## config.mk

```make
export PLATFORM = sky130hd
export DESIGN_NAME = spi_fpga_slave_sync_flat
export DESIGN_NICKNAME = d
export VERILOG_FILES = /design/src/rtl/spi_fpga_slave_sync_if.sv /design/src/rtl/spi_fpga_slave_sync.sv /design/src/flat_wrapper.sv
export SDC_FILE = /design/constraint.sdc
export NUM_CORES = 1
export LEC_CHECK = 0
export CELL_PAD_IN_SITES_DETAIL_PLACEMENT = 1
export CELL_PAD_IN_SITES_GLOBAL_PLACEMENT = 1
export CORE_ASPECT_RATIO = 0.7
export CORE_MARGIN = 2
export CORE_UTILIZATION = 46
export CTS_CLUSTER_DIAMETER = 50
export DETAILED_ROUTE_END_ITERATION = 16
export GPL_TIMING_DRIVEN = 0
export PLACE_DENSITY_LB_ADDON = 0.12
export SYNTH_ARGS = -nofsm -noshare
export SYNTH_HDL_FRONTEND = slang
export SYNTH_SLANG_ARGS = --single-unit
```

## constraint.sdc

```tcl
create_clock -name IN_CLOCK -period 3.5 [get_ports IN_CLOCK]
set_clock_uncertainty 0.2 [all_clocks]
set_input_delay 0.7 -clock IN_CLOCK [delete_from_list [all_inputs] [get_ports IN_CLOCK]]
set_output_delay 0.7 -clock IN_CLOCK [all_outputs]
set_load 0.01 [all_outputs]
```

## src/rtl/spi_fpga_slave_sync_if.sv

```systemverilog
// Bus bundle for spi_fpga_slave_sync: transmit handshake, SPI pins, receive/status
// outputs and a debug view of the FSM state.
interface spi_fpga_slave_sync_if #(
    parameter int PACK_LENGTH = 8
);
    // Transmit handshake: a word moves into the holding register on any clock edge
    // where IN_TRANSMIT_VALID and OUT_TRANSMIT_READY are both high; READY means "empty".
    logic [PACK_LENGTH-1:0] IN_TRANSMIT_DATA;
    logic                   IN_TRANSMIT_VALID;
    logic                   OUT_TRANSMIT_READY;
    logic                   IN_CS;
    logic                   IN_SCLK;
    logic                   IN_MOSI;
    logic                   OUT_MISO;
    logic                   OUT_MISO_ENABLE;
    logic [PACK_LENGTH-1:0] OUT_RECEIVE_DATA;
    logic                   OUT_RECEIVE_VALID;
    logic                   OUT_UNDERRUN;
    logic                   OUT_ABORT;
    logic                   OUT_BUSY;
    logic [1:0]             dbg_state;

    modport slave (
        input  IN_TRANSMIT_DATA, IN_TRANSMIT_VALID, IN_CS, IN_SCLK, IN_MOSI,
        output OUT_TRANSMIT_READY, OUT_MISO, OUT_MISO_ENABLE, OUT_RECEIVE_DATA,
        output OUT_RECEIVE_VALID, OUT_UNDERRUN, OUT_ABORT, OUT_BUSY, dbg_state
    );

    modport master (
        output IN_TRANSMIT_DATA, IN_TRANSMIT_VALID, IN_CS, IN_SCLK, IN_MOSI,
        input  OUT_TRANSMIT_READY, OUT_MISO, OUT_MISO_ENABLE, OUT_RECEIVE_DATA,
        input  OUT_RECEIVE_VALID, OUT_UNDERRUN, OUT_ABORT, OUT_BUSY, dbg_state
    );
endinterface

```

## src/rtl/spi_fpga_slave_sync.sv

```systemverilog
// SPI slave clocked by the system clock: CS/SCLK/MOSI are synchronised and edge-detected,
// MISO words come from a one-word holding register fed through a valid/ready handshake.
module spi_fpga_slave_sync #(
    parameter bit CPOL                       = 1'b1,
    parameter bit CPHA                       = 1'b1,
    parameter int PACK_LENGTH                = 8,
    parameter bit PACK_BIT_SEQUENCE_TRANSMIT = 1'b1,
    parameter bit PACK_BIT_SEQUENCE_RECEIVE  = 1'b1,
    parameter int SYNC_STAGES                = 2
) (
    input logic                  IN_CLOCK,
    input logic                  IN_RESET_N,
    spi_fpga_slave_sync_if.slave bus
);

    localparam int CNT_W = $clog2(PACK_LENGTH + 1);
    localparam logic [CNT_W-1:0] LAST_BIT = CNT_W'(PACK_LENGTH - 1);

    localparam logic [1:0] ST_WAIT_IDLE = 2'd0;
    localparam logic [1:0] ST_IDLE      = 2'd1;
    localparam logic [1:0] ST_ACTIVE    = 2'd2;

    logic [SYNC_STAGES-1:0] cs_sync, sclk_sync, mosi_sync;
    logic                   cs_d, sclk_d;
    logic                   cs_s, sclk_s, mosi_s;
    logic                   cs_fall, cs_rise, lead_edge, trail_edge, sample_edge, shift_edge;

    logic [1:0]             state, state_n;
    logic [CNT_W-1:0]       bit_cnt, bit_cnt_n;
    logic [PACK_LENGTH-1:0] rx_shift, rx_shift_n;
    logic [PACK_LENGTH-1:0] tx_shift, tx_shift_n;
    logic [PACK_LENGTH-1:0] hold_data, hold_data_n;
    logic                   hold_full, hold_full_n;
    logic                   word_seen, word_seen_n;
    logic [PACK_LENGTH-1:0] rx_data, rx_data_n;
    logic                   rx_valid, rx_valid_n;
    logic                   underrun, underrun_n;
    logic                   abort_p, abort_n;
    logic                   miso_q, miso_n;
    logic                   load;

    assign cs_s        = cs_sync[SYNC_STAGES-1];
    assign sclk_s      = sclk_sync[SYNC_STAGES-1];
    assign mosi_s      = mosi_sync[SYNC_STAGES-1];
    assign cs_fall     = cs_d & ~cs_s;
    assign cs_rise     = ~cs_d & cs_s;
    assign lead_edge   = (sclk_s != sclk_d) && (sclk_s != CPOL);
    assign trail_edge  = (sclk_s != sclk_d) && (sclk_s == CPOL);
    assign sample_edge = CPHA ? trail_edge : lead_edge;
    assign shift_edge  = CPHA ? lead_edge : trail_edge;

    always_comb begin
        state_n     = state;
        bit_cnt_n   = bit_cnt;
        rx_shift_n  = rx_shift;
        tx_shift_n  = tx_shift;
        hold_data_n = hold_data;
        hold_full_n = hold_full;
        word_seen_n = word_seen;
        rx_data_n   = rx_data;
        rx_valid_n  = 1'b0;
        underrun_n  = 1'b0;
        abort_n     = 1'b0;
        load        = 1'b0;

        case (state)
            ST_WAIT_IDLE: begin
                // A reset taken with CS low must not be mistaken for a new frame.
                if (cs_s) state_n = ST_IDLE;
            end
            ST_IDLE: begin
                if (cs_fall) begin
                    state_n     = ST_ACTIVE;
                    bit_cnt_n   = '0;
                    rx_shift_n  = '0;
                    word_seen_n = 1'b0;
                    load        = 1'b1;
                end
            end
            ST_ACTIVE: begin
                if (cs_rise) begin
                    state_n    = ST_IDLE;
                    abort_n    = (bit_cnt != '0);
                    bit_cnt_n  = '0;
                    rx_shift_n = '0;
                end else begin
                    if (sample_edge) begin
                        rx_shift_n = PACK_BIT_SEQUENCE_RECEIVE ?
                                     {rx_shift[PACK_LENGTH-2:0], mosi_s} :
                                     {mosi_s, rx_shift[PACK_LENGTH-1:1]};
                        if (bit_cnt == LAST_BIT) begin
                            rx_data_n   = rx_shift_n;
                            rx_valid_n  = 1'b1;
                            bit_cnt_n   = '0;
                            word_seen_n = 1'b1;
                        end else begin
                            bit_cnt_n = bit_cnt + CNT_W'(1);
                        end
                    end
                    // With CPHA=1 the frame's first leading edge leaves the preloaded bit alone.
                    if (shift_edge) begin
                        if (bit_cnt == '0) begin
                            load = !CPHA || word_seen;
                        end else begin
                            tx_shift_n = PACK_BIT_SEQUENCE_TRANSMIT ?
                                         {tx_shift[PACK_LENGTH-2:0], 1'b0} :
                                         {1'b0, tx_shift[PACK_LENGTH-1:1]};
                        end
                    end
                end
            end
            default: state_n = ST_WAIT_IDLE;
        endcase

        if (load) begin
            if (hold_full) begin
                tx_shift_n  = hold_data;
                hold_full_n = 1'b0;
            end else begin
                tx_shift_n = '0;
                underrun_n = 1'b1;
            end
        end

        // Accepted only into an empty holding register, so it never feeds a same-cycle load.
        if (bus.IN_TRANSMIT_VALID && !hold_full) begin
            hold_data_n = bus.IN_TRANSMIT_DATA;
            hold_full_n = 1'b1;
        end

        miso_n = (state_n == ST_ACTIVE) &&
                 (PACK_BIT_SEQUENCE_TRANSMIT ? tx_shift_n[PACK_LENGTH-1] : tx_shift_n[0]);
    end

    always_ff @(posedge IN_CLOCK or negedge IN_RESET_N) begin
        if (!IN_RESET_N) begin
            cs_sync   <= '0;
            sclk_sync <= {SYNC_STAGES{CPOL}};
            mosi_sync <= '0;
            cs_d      <= 1'b0;
            sclk_d    <= CPOL;
            state     <= ST_WAIT_IDLE;
            bit_cnt   <= '0;
            rx_shift  <= '0;
            tx_shift  <= '0;
            hold_data <= '0;
            hold_full <= 1'b0;
            word_seen <= 1'b0;
            rx_data   <= '0;
            rx_valid  <= 1'b0;
            underrun  <= 1'b0;
            abort_p   <= 1'b0;
            miso_q    <= 1'b0;
        end else begin
            cs_sync   <= {cs_sync[SYNC_STAGES-2:0], bus.IN_CS};
            sclk_sync <= {sclk_sync[SYNC_STAGES-2:0], bus.IN_SCLK};
            mosi_sync <= {mosi_sync[SYNC_STAGES-2:0], bus.IN_MOSI};
            cs_d      <= cs_s;
            sclk_d    <= sclk_s;
            state     <= state_n;
            bit_cnt   <= bit_cnt_n;
            rx_shift  <= rx_shift_n;
            tx_shift  <= tx_shift_n;
            hold_data <= hold_data_n;
            hold_full <= hold_full_n;
            word_seen <= word_seen_n;
            rx_data   <= rx_data_n;
            rx_valid  <= rx_valid_n;
            underrun  <= underrun_n;
            abort_p   <= abort_n;
            miso_q    <= miso_n;
        end
    end

    assign bus.OUT_TRANSMIT_READY = ~hold_full;
    assign bus.OUT_MISO           = miso_q;
    assign bus.OUT_MISO_ENABLE    = (state == ST_ACTIVE);
    assign bus.OUT_BUSY           = (state == ST_ACTIVE);
    assign bus.OUT_RECEIVE_DATA   = rx_data;
    assign bus.OUT_RECEIVE_VALID  = rx_valid;
    assign bus.OUT_UNDERRUN       = underrun;
    assign bus.OUT_ABORT          = abort_p;
    assign bus.dbg_state          = state;

endmodule

```

## src/flat_wrapper.sv

```systemverilog
// flat-port wrapper written by rule: the top's interface ports become plain ports
module spi_fpga_slave_sync_flat 
#(
    parameter bit CPOL                       = 1'b1,
    parameter bit CPHA                       = 1'b1,
    parameter int PACK_LENGTH                = 8,
    parameter bit PACK_BIT_SEQUENCE_TRANSMIT = 1'b1,
    parameter bit PACK_BIT_SEQUENCE_RECEIVE  = 1'b1,
    parameter int SYNC_STAGES                = 2
)
  (IN_CLOCK, IN_RESET_N, bus_IN_TRANSMIT_DATA, bus_IN_TRANSMIT_VALID, bus_IN_CS, bus_IN_SCLK, bus_IN_MOSI, bus_OUT_TRANSMIT_READY, bus_OUT_MISO, bus_OUT_MISO_ENABLE, bus_OUT_RECEIVE_DATA, bus_OUT_RECEIVE_VALID, bus_OUT_UNDERRUN, bus_OUT_ABORT, bus_OUT_BUSY, bus_dbg_state);
  spi_fpga_slave_sync_if #(.PACK_LENGTH(PACK_LENGTH)) bus_i ();
  input logic IN_CLOCK;
  input logic IN_RESET_N;
  input wire logic [$bits(bus_i.IN_TRANSMIT_DATA)-1:0] bus_IN_TRANSMIT_DATA;
  input wire logic [$bits(bus_i.IN_TRANSMIT_VALID)-1:0] bus_IN_TRANSMIT_VALID;
  input wire logic [$bits(bus_i.IN_CS)-1:0] bus_IN_CS;
  input wire logic [$bits(bus_i.IN_SCLK)-1:0] bus_IN_SCLK;
  input wire logic [$bits(bus_i.IN_MOSI)-1:0] bus_IN_MOSI;
  output wire logic [$bits(bus_i.OUT_TRANSMIT_READY)-1:0] bus_OUT_TRANSMIT_READY;
  output wire logic [$bits(bus_i.OUT_MISO)-1:0] bus_OUT_MISO;
  output wire logic [$bits(bus_i.OUT_MISO_ENABLE)-1:0] bus_OUT_MISO_ENABLE;
  output wire logic [$bits(bus_i.OUT_RECEIVE_DATA)-1:0] bus_OUT_RECEIVE_DATA;
  output wire logic [$bits(bus_i.OUT_RECEIVE_VALID)-1:0] bus_OUT_RECEIVE_VALID;
  output wire logic [$bits(bus_i.OUT_UNDERRUN)-1:0] bus_OUT_UNDERRUN;
  output wire logic [$bits(bus_i.OUT_ABORT)-1:0] bus_OUT_ABORT;
  output wire logic [$bits(bus_i.OUT_BUSY)-1:0] bus_OUT_BUSY;
  output wire logic [$bits(bus_i.dbg_state)-1:0] bus_dbg_state;
  assign bus_i.IN_TRANSMIT_DATA = bus_IN_TRANSMIT_DATA;
  assign bus_i.IN_TRANSMIT_VALID = bus_IN_TRANSMIT_VALID;
  assign bus_i.IN_CS = bus_IN_CS;
  assign bus_i.IN_SCLK = bus_IN_SCLK;
  assign bus_i.IN_MOSI = bus_IN_MOSI;
  assign bus_OUT_TRANSMIT_READY = bus_i.OUT_TRANSMIT_READY;
  assign bus_OUT_MISO = bus_i.OUT_MISO;
  assign bus_OUT_MISO_ENABLE = bus_i.OUT_MISO_ENABLE;
  assign bus_OUT_RECEIVE_DATA = bus_i.OUT_RECEIVE_DATA;
  assign bus_OUT_RECEIVE_VALID = bus_i.OUT_RECEIVE_VALID;
  assign bus_OUT_UNDERRUN = bus_i.OUT_UNDERRUN;
  assign bus_OUT_ABORT = bus_i.OUT_ABORT;
  assign bus_OUT_BUSY = bus_i.OUT_BUSY;
  assign bus_dbg_state = bus_i.dbg_state;
  spi_fpga_slave_sync #(.CPOL(CPOL), .CPHA(CPHA), .PACK_LENGTH(PACK_LENGTH), .PACK_BIT_SEQUENCE_TRANSMIT(PACK_BIT_SEQUENCE_TRANSMIT), .PACK_BIT_SEQUENCE_RECEIVE(PACK_BIT_SEQUENCE_RECEIVE), .SYNC_STAGES(SYNC_STAGES)) u_core (.IN_CLOCK(IN_CLOCK), .IN_RESET_N(IN_RESET_N), .bus(bus_i));
endmodule
```

# [Yosys cells after proc, flatten, opt, wreduce, memory -nomap -nowiden]
# Cells that the tools add are included.
[op_classes] n_mux=39 add_sub_neg=1 eq_ne=12 reduce_logical=16 bitwise=7
[ops] cell="$mux 8" count=6
[ops] cell="$mux 7" count=3
[ops] cell="$mux 1" count=18
[ops] cell="$mux 4" count=4
[ops] cell="$pmux 7 s2" count=1
[ops] cell="$ne 2x1->1 const B" count=4
[ops] cell="$pmux 4 s2" count=1
[ops] cell="$reduce_and 4->1" count=2
[ops] cell="$reduce_bool 2->1" count=4
[ops] cell="$mux 2" count=3
[ops] cell="$pmux 2 s3" count=1
[ops] cell="$not 1->1" count=5
[ops] cell="$reduce_and 5->1" count=1
[ops] cell="$add 4x1->4 const B" count=1
[ops] cell="$eq 2x2->1 const B" count=2
[ops] cell="$eq 4x3->1 const B" count=1
[ops] cell="$logic_and 1x1->1" count=4
[ops] cell="$logic_not 4->1" count=1
[ops] cell="$ne 2x2->1 const B" count=2
[ops] cell="$pmux 1 s2" count=2
[ops] cell="$reduce_bool 4->1" count=1
[ops] cell="$ne 3x1->1 const B" count=1
[ops] cell="$reduce_and 3->1" count=1
[ops] cell="$and 1x1->1" count=2
[ops] cell="4 further kinds" count=4
[totals] reg_bits=51

# [Logic depth before layout (Yosys ltp)]
[depth] ltp_word=7 depth_mapped=9 depth_no_buf=7

# [Worst setup path before layout]
# OpenSTA, ideal clock, no wires.
[synth_timing] path_kind="reg2reg" from="reg u_core.state[0], in the netlist u_core.bus.dbg_state[0]" to="reg u_core.miso_q, in the netlist u_core.bus.OUT_MISO" slack_ns=1.351 arrival_ns=1.884 stages_incl_launch_ff=9 path_cell_list="dfrtp_1 inv_1 ha_1 clkbuf_1 and2_0 buf_4 a31oi_4 mux2i_1 o211a_1"
[synth_between] elab_chain_len=4
[synth_rtl] item="from (decl)" line="spi_fpga_slave_sync.sv:28" source="logic [1:0] state, state_n;"
[synth_rtl] item="from (signal assigned)" line="spi_fpga_slave_sync.sv:160" source="state <= state_n;"
[synth_rtl] item="$eq 2x2->1 *"
[synth_rtl] item="net bus_OUT_BUSY" line="flat_wrapper.sv:27" source="output wire logic [$bits(bus_i.OUT_BUSY)-1:0] bus_OUT_BUSY;"
[synth_rtl] item="$pmux 1 s2 / $mux 8 (equally long branches)" line="spi_fpga_slave_sync.sv:66" source="case (state)"
[synth_rtl] item="$mux 8 *" line="spi_fpga_slave_sync.sv:115" source="if (load) begin"
[synth_rtl] item="net u_core.tx_shift_n[7]" line="spi_fpga_slave_sync.sv:31" source="logic [PACK_LENGTH-1:0] tx_shift, tx_shift_n;"
[synth_rtl] item="$logic_and 1x1->1 *" line="spi_fpga_slave_sync.sv:131" source="miso_n = (state_n == ST_ACTIVE) &&"
[synth_rtl] item="net u_core.miso_n" line="spi_fpga_slave_sync.sv:39" source="logic miso_q, miso_n;"
[synth_rtl] item="to (signal assigned)" line="spi_fpga_slave_sync.sv:171" source="miso_q <= miso_n;"
[synth_rtl] item="to (decl)" line="spi_fpga_slave_sync.sv:39"
# Mark *: on every way through the listed nets, which the timed path passes. The rest lies on a longest branch. The select of a mux whose other input is x is not followed.
# A chain may end at the register's enable or synchronous reset.

# [Worst setup path in the final report]
[layout_timing] from="reg u_core.state[0], in the netlist u_core.bus.dbg_state[0]" to="out bus_OUT_MISO_ENABLE"
[layout_between] elab_chain_len=1
[layout_rtl] item="$eq 2x2->1" line="spi_fpga_slave_sync.sv:177" source="assign bus.OUT_MISO_ENABLE = (state == ST_ACTIVE);"
[layout_rtl] item="to (decl)" line="flat_wrapper.sv:22" source="output wire logic [$bits(bus_i.OUT_MISO_ENABLE)-1:0] bus_OUT_MISO_ENABLE;"
# Every way passes these cells.

==> impl_metrics.toml <==
[sta]
finalSetupTns_ps = 0
post_route_fraction_of_the_period_consumed_by_the_critical_path = 0.747
setup_viol = 0
max-slew-margin-rel = 0.680
finalHoldViolations = 0
timing.final.crit_period_ps = 2610
achievable-frequency_mhz = 383
maxSlewViolCount = 0
rsz0062_at_grt = "no"
worst_slew_pin_slew_ps = 480

[setup_path]
cpPeakStageDelay_ps = 510
critical_path.n_buffers_inverters = 3
critical-path-slowest-cell = "sky130_fd_sc_hd__clkdlybuf4s50_1"
worst_ep_arrival_time_ps = 1710
cp-start-kind = "flip-flop"
crit_path_max_fanout = 6
worst-r2r-cell-count = 8
worstReg2RegStart = "u_core.bus.dbg_state[0]"
path_cells = "inv_1 > ha_1 > buf_4 > clkdlybuf4s50_1"
worstSetupPathType = "flip-flop to output port"
ff2ff_setup_slack_ps = 1110
worstSetupStartpoint = "u_core.bus.dbg_state[0]"
crit_family = "buffers and inverters"
critPathRequiredTime_ps = 2600
worstReg2RegEnd = "u_core.bus.OUT_MISO"
crit_path_end_kind = "output port"

[clock_network]
cts-htree-levels = 2
cts-hold-fix-buffers = 0
post_cts.resized_instances = 0
clock_latency_ps = 300
cts_setup_buffers = 0
cts-root-buf = "sky130_fd_sc_hd__clkbuf_8"
cts_tree = "done"
clock_sink_count = 51
cts_inserted_buffers = 5
path_clk_slew_ps = 100
clockBufferDepth = 2

[cells_and_area]
sequential_cell_area_um2 = 1280
fin_nets = 251
area_delta_synth_final_pct = 21.7
filler_cells = 504
finish.utilization = 0.573
post_route_cells_drive_above_1_share = 0.203
multi_input_gate_area_in_the_final_layout_um2 = 861
antenna_cells = 0

[route]
drt_wl_total_um = 4480
route.antenna.remaining_nets = 0
drc = 0
routed-via-count = 1514
route.detailed.vias_per_inst = 5.24
initial_drc_count = 26
detail_route.wl_per_cell_um = 15.5
detailedRoute.firstPassIterationCount = 4

[logic_synthesis]
yosys-mux-area-fraction = 0.121
synth_async_sr_flop_share = 1.00
post-synth-top-area-fraction = 0.542
synth.yosys.seq_area_share = 0.578
ys_top_cells_by_area = "sky130_fd_sc_hd__dfrtp_1, sky130_fd_sc_hd__mux2_2, sky130_fd_sc_hd__nand2_1"
synth-simple-area-share = 0.154
syn-cell-area_um2 = 2210
post-synth-top-area-cell = "sky130_fd_sc_hd__dfrtp_1"
synth-compound-area-share = 0.0802
synth_top_family_by_area = "simple AND/OR/NAND/NOR gates"
yosysWarningCount = 0
synth-adder-area-share = 0.0339
post_synth_inst_count = 193
synth_xor_xnor_area_share = 0
synth_edf_count = 0
synth_area_per_cell_um2 = 11.5
ys_ff_latch = 51
mappedNetlistNets = 213
synth_cell_type_count = 35
ys_dominant_reg_cell = "sky130_fd_sc_hd__dfrtp_1"

[die]
fp-row-count = 21
die_height_um = 62.1
die_w_um = 86.9
ioPinCount = 31
placeableCoreArea_um2 = 4700
initial_core_utilization = 0.471
design.die.area_um2 = 5390

[power_and_ir_drop]
leakagePower_nw = 1.27
power_density_nw_per_um2 = 625
vdd.ir_drop.worst_uv = 359

[outcome]
status = "completed"

[run]
cap_viol_max_count = 0

[global_route]
number_of_global_route_vias_before_repair = 1612
grt_antenna_before_repair = 0
global_route.overflow_total = 0
grt_pass1_wl_um = 7520
grt_max_degree = 39
grt_use_total = 0.185

[placement]
gp_routability_congestion = 0.759
hpwl_um = 3290
portBuffers = 30

[min_path]
worst_hold_path_type = "input pin to async pin"
## Yosys cell counts (2+ instances only)
cell / count
sky130_fd_sc_hd__a21o_1: 2
sky130_fd_sc_hd__a21oi_1: 5
sky130_fd_sc_hd__buf_2: 2
sky130_fd_sc_hd__buf_4: 3
sky130_fd_sc_hd__clkbuf_1: 3
sky130_fd_sc_hd__dfrtp_1: 48
sky130_fd_sc_hd__dfstp_2: 3
sky130_fd_sc_hd__ha_1: 6
sky130_fd_sc_hd__inv_1: 8
sky130_fd_sc_hd__mux2_2: 22
sky130_fd_sc_hd__mux2i_1: 2
sky130_fd_sc_hd__nand2_1: 38
sky130_fd_sc_hd__nand2b_1: 2
sky130_fd_sc_hd__nand3_1: 10
sky130_fd_sc_hd__nor2_1: 5
sky130_fd_sc_hd__nor2b_1: 2
sky130_fd_sc_hd__nor3_1: 3
sky130_fd_sc_hd__o21ai_0: 12
## cell usage in the layout, fill, tap and decap left out, types with 2 or more instances in the layout
| cell | count |
|---|---|
| sky130_fd_sc_hd__dfrtp_1 | 48 |
| sky130_fd_sc_hd__clkdlybuf4s50_1 | 29 |
| sky130_fd_sc_hd__nor2b_1 | 2 |
| sky130_fd_sc_hd__nand2b_1 | 2 |
| sky130_fd_sc_hd__buf_4 | 3 |
| sky130_fd_sc_hd__ha_1 | 6 |
| sky130_fd_sc_hd__a21o_1 | 2 |
| sky130_fd_sc_hd__o21ai_0 | 12 |
| sky130_fd_sc_hd__a21oi_1 | 5 |
| sky130_fd_sc_hd__buf_2 | 3 |
| sky130_fd_sc_hd__clkbuf_1 | 3 |
| sky130_fd_sc_hd__nor3_1 | 3 |
| sky130_fd_sc_hd__nor2_1 | 5 |
| sky130_fd_sc_hd__mux2_2 | 22 |
| sky130_fd_sc_hd__clkbuf_8 | 5 |
| sky130_fd_sc_hd__inv_1 | 8 |
| sky130_fd_sc_hd__nand3_1 | 10 |
| sky130_fd_sc_hd__clkinv_4 | 2 |
| sky130_fd_sc_hd__mux2i_1 | 2 |
| sky130_fd_sc_hd__nand2_1 | 38 |
| sky130_fd_sc_hd__dfstp_2 | 3 |
## stage by stage
stage / total power, W / cells / setup slack [ps] / area (um^2) / hold slack, ps
after floorplan: 0.00115 / 193 / 1350 / 2210 / 131
after global placement: 0.00130 / 280 / 165 / 2590 / 135
after detailed placement: 0.00135 / 281 / 1120 / 2600 / 140
after CTS: 0.00171 / 289 / 861 / 2700 / 92.8
after global routing: 0.00180 / 289 / 794 / 2700 / 102
final: 0.00168 / 289 / 887 / 2700 / 87.3
## registers in the layout, indices dropped and copies added, names as in the netlist, 2 cells and up
register                     cells
u_core.tx_shift                  8
u_core.cs_sync                   2
u_core.bus.dbg_state             2
u_core.hold_data                 8
u_core.sclk_sync                 2
u_core.rx_shift                  7
u_core.bus.OUT_RECEIVE_DATA      8
u_core.mosi_sync                 2
u_core.bit_cnt                   4
## worst max-delay path by stage
stage                          endpoint  slack, ps  cells after the start
finish              bus_OUT_MISO_ENABLE        890                      4
global route        bus_OUT_MISO_ENABLE        790                      4
CTS                 bus_OUT_MISO_ENABLE        860                      4
detailed placement  u_core.hold_data[3]       1120                      4
global placement       u_core.hold_full        170                      1
floorplan           u_core.bus.OUT_MISO       1350                      8
## power by group
part	leakage (nW)	total [W]	switching, W	internal [W]
logic	0.572	0.000554	0.000311	0.000243
registers	0.659	0.000780	0.0000749	0.000706
clock network	0.0443	0.000349	0.000205	0.000143
total	1.27	0.00168	0.000591	0.00109
## layout make-up
| type | instances | share of cell area |
|---|---|---|
| Tap cell | 57 | 0.0265 |
| Sequential cell | 51 | 0.475 |
| Inverter | 8 | 0.0111 |
| Clock buffer | 5 | 0.0255 |
| Buffer | 8 | 0.0162 |
| Multi-Input combinational cell | 126 | 0.319 |
| Timing Repair Buffer | 31 | 0.117 |
| Clock inverter | 3 | 0.00929 |
## kinds of logic after synthesis
| family | Yosys count |
|---|---|
| simple gates | 69 |
| flops | 51 |
| compound gates | 27 |
| mux | 24 |
| buf+inv | 16 |
| fa+ha+maj | 6 |
## routing by layer
metal	vias up	routed length (um)	share of wire	GRT usage
met5	-	0	0	0
met4	0	40	0.0089	0.0469
met3	4	150	0.034	0.0410
met2	25	2130	0.48	0.316
met1	760	2160	0.48	0.245
li1	725	-	-	-
Note: power is estimated with default switching activity, not from simulation.
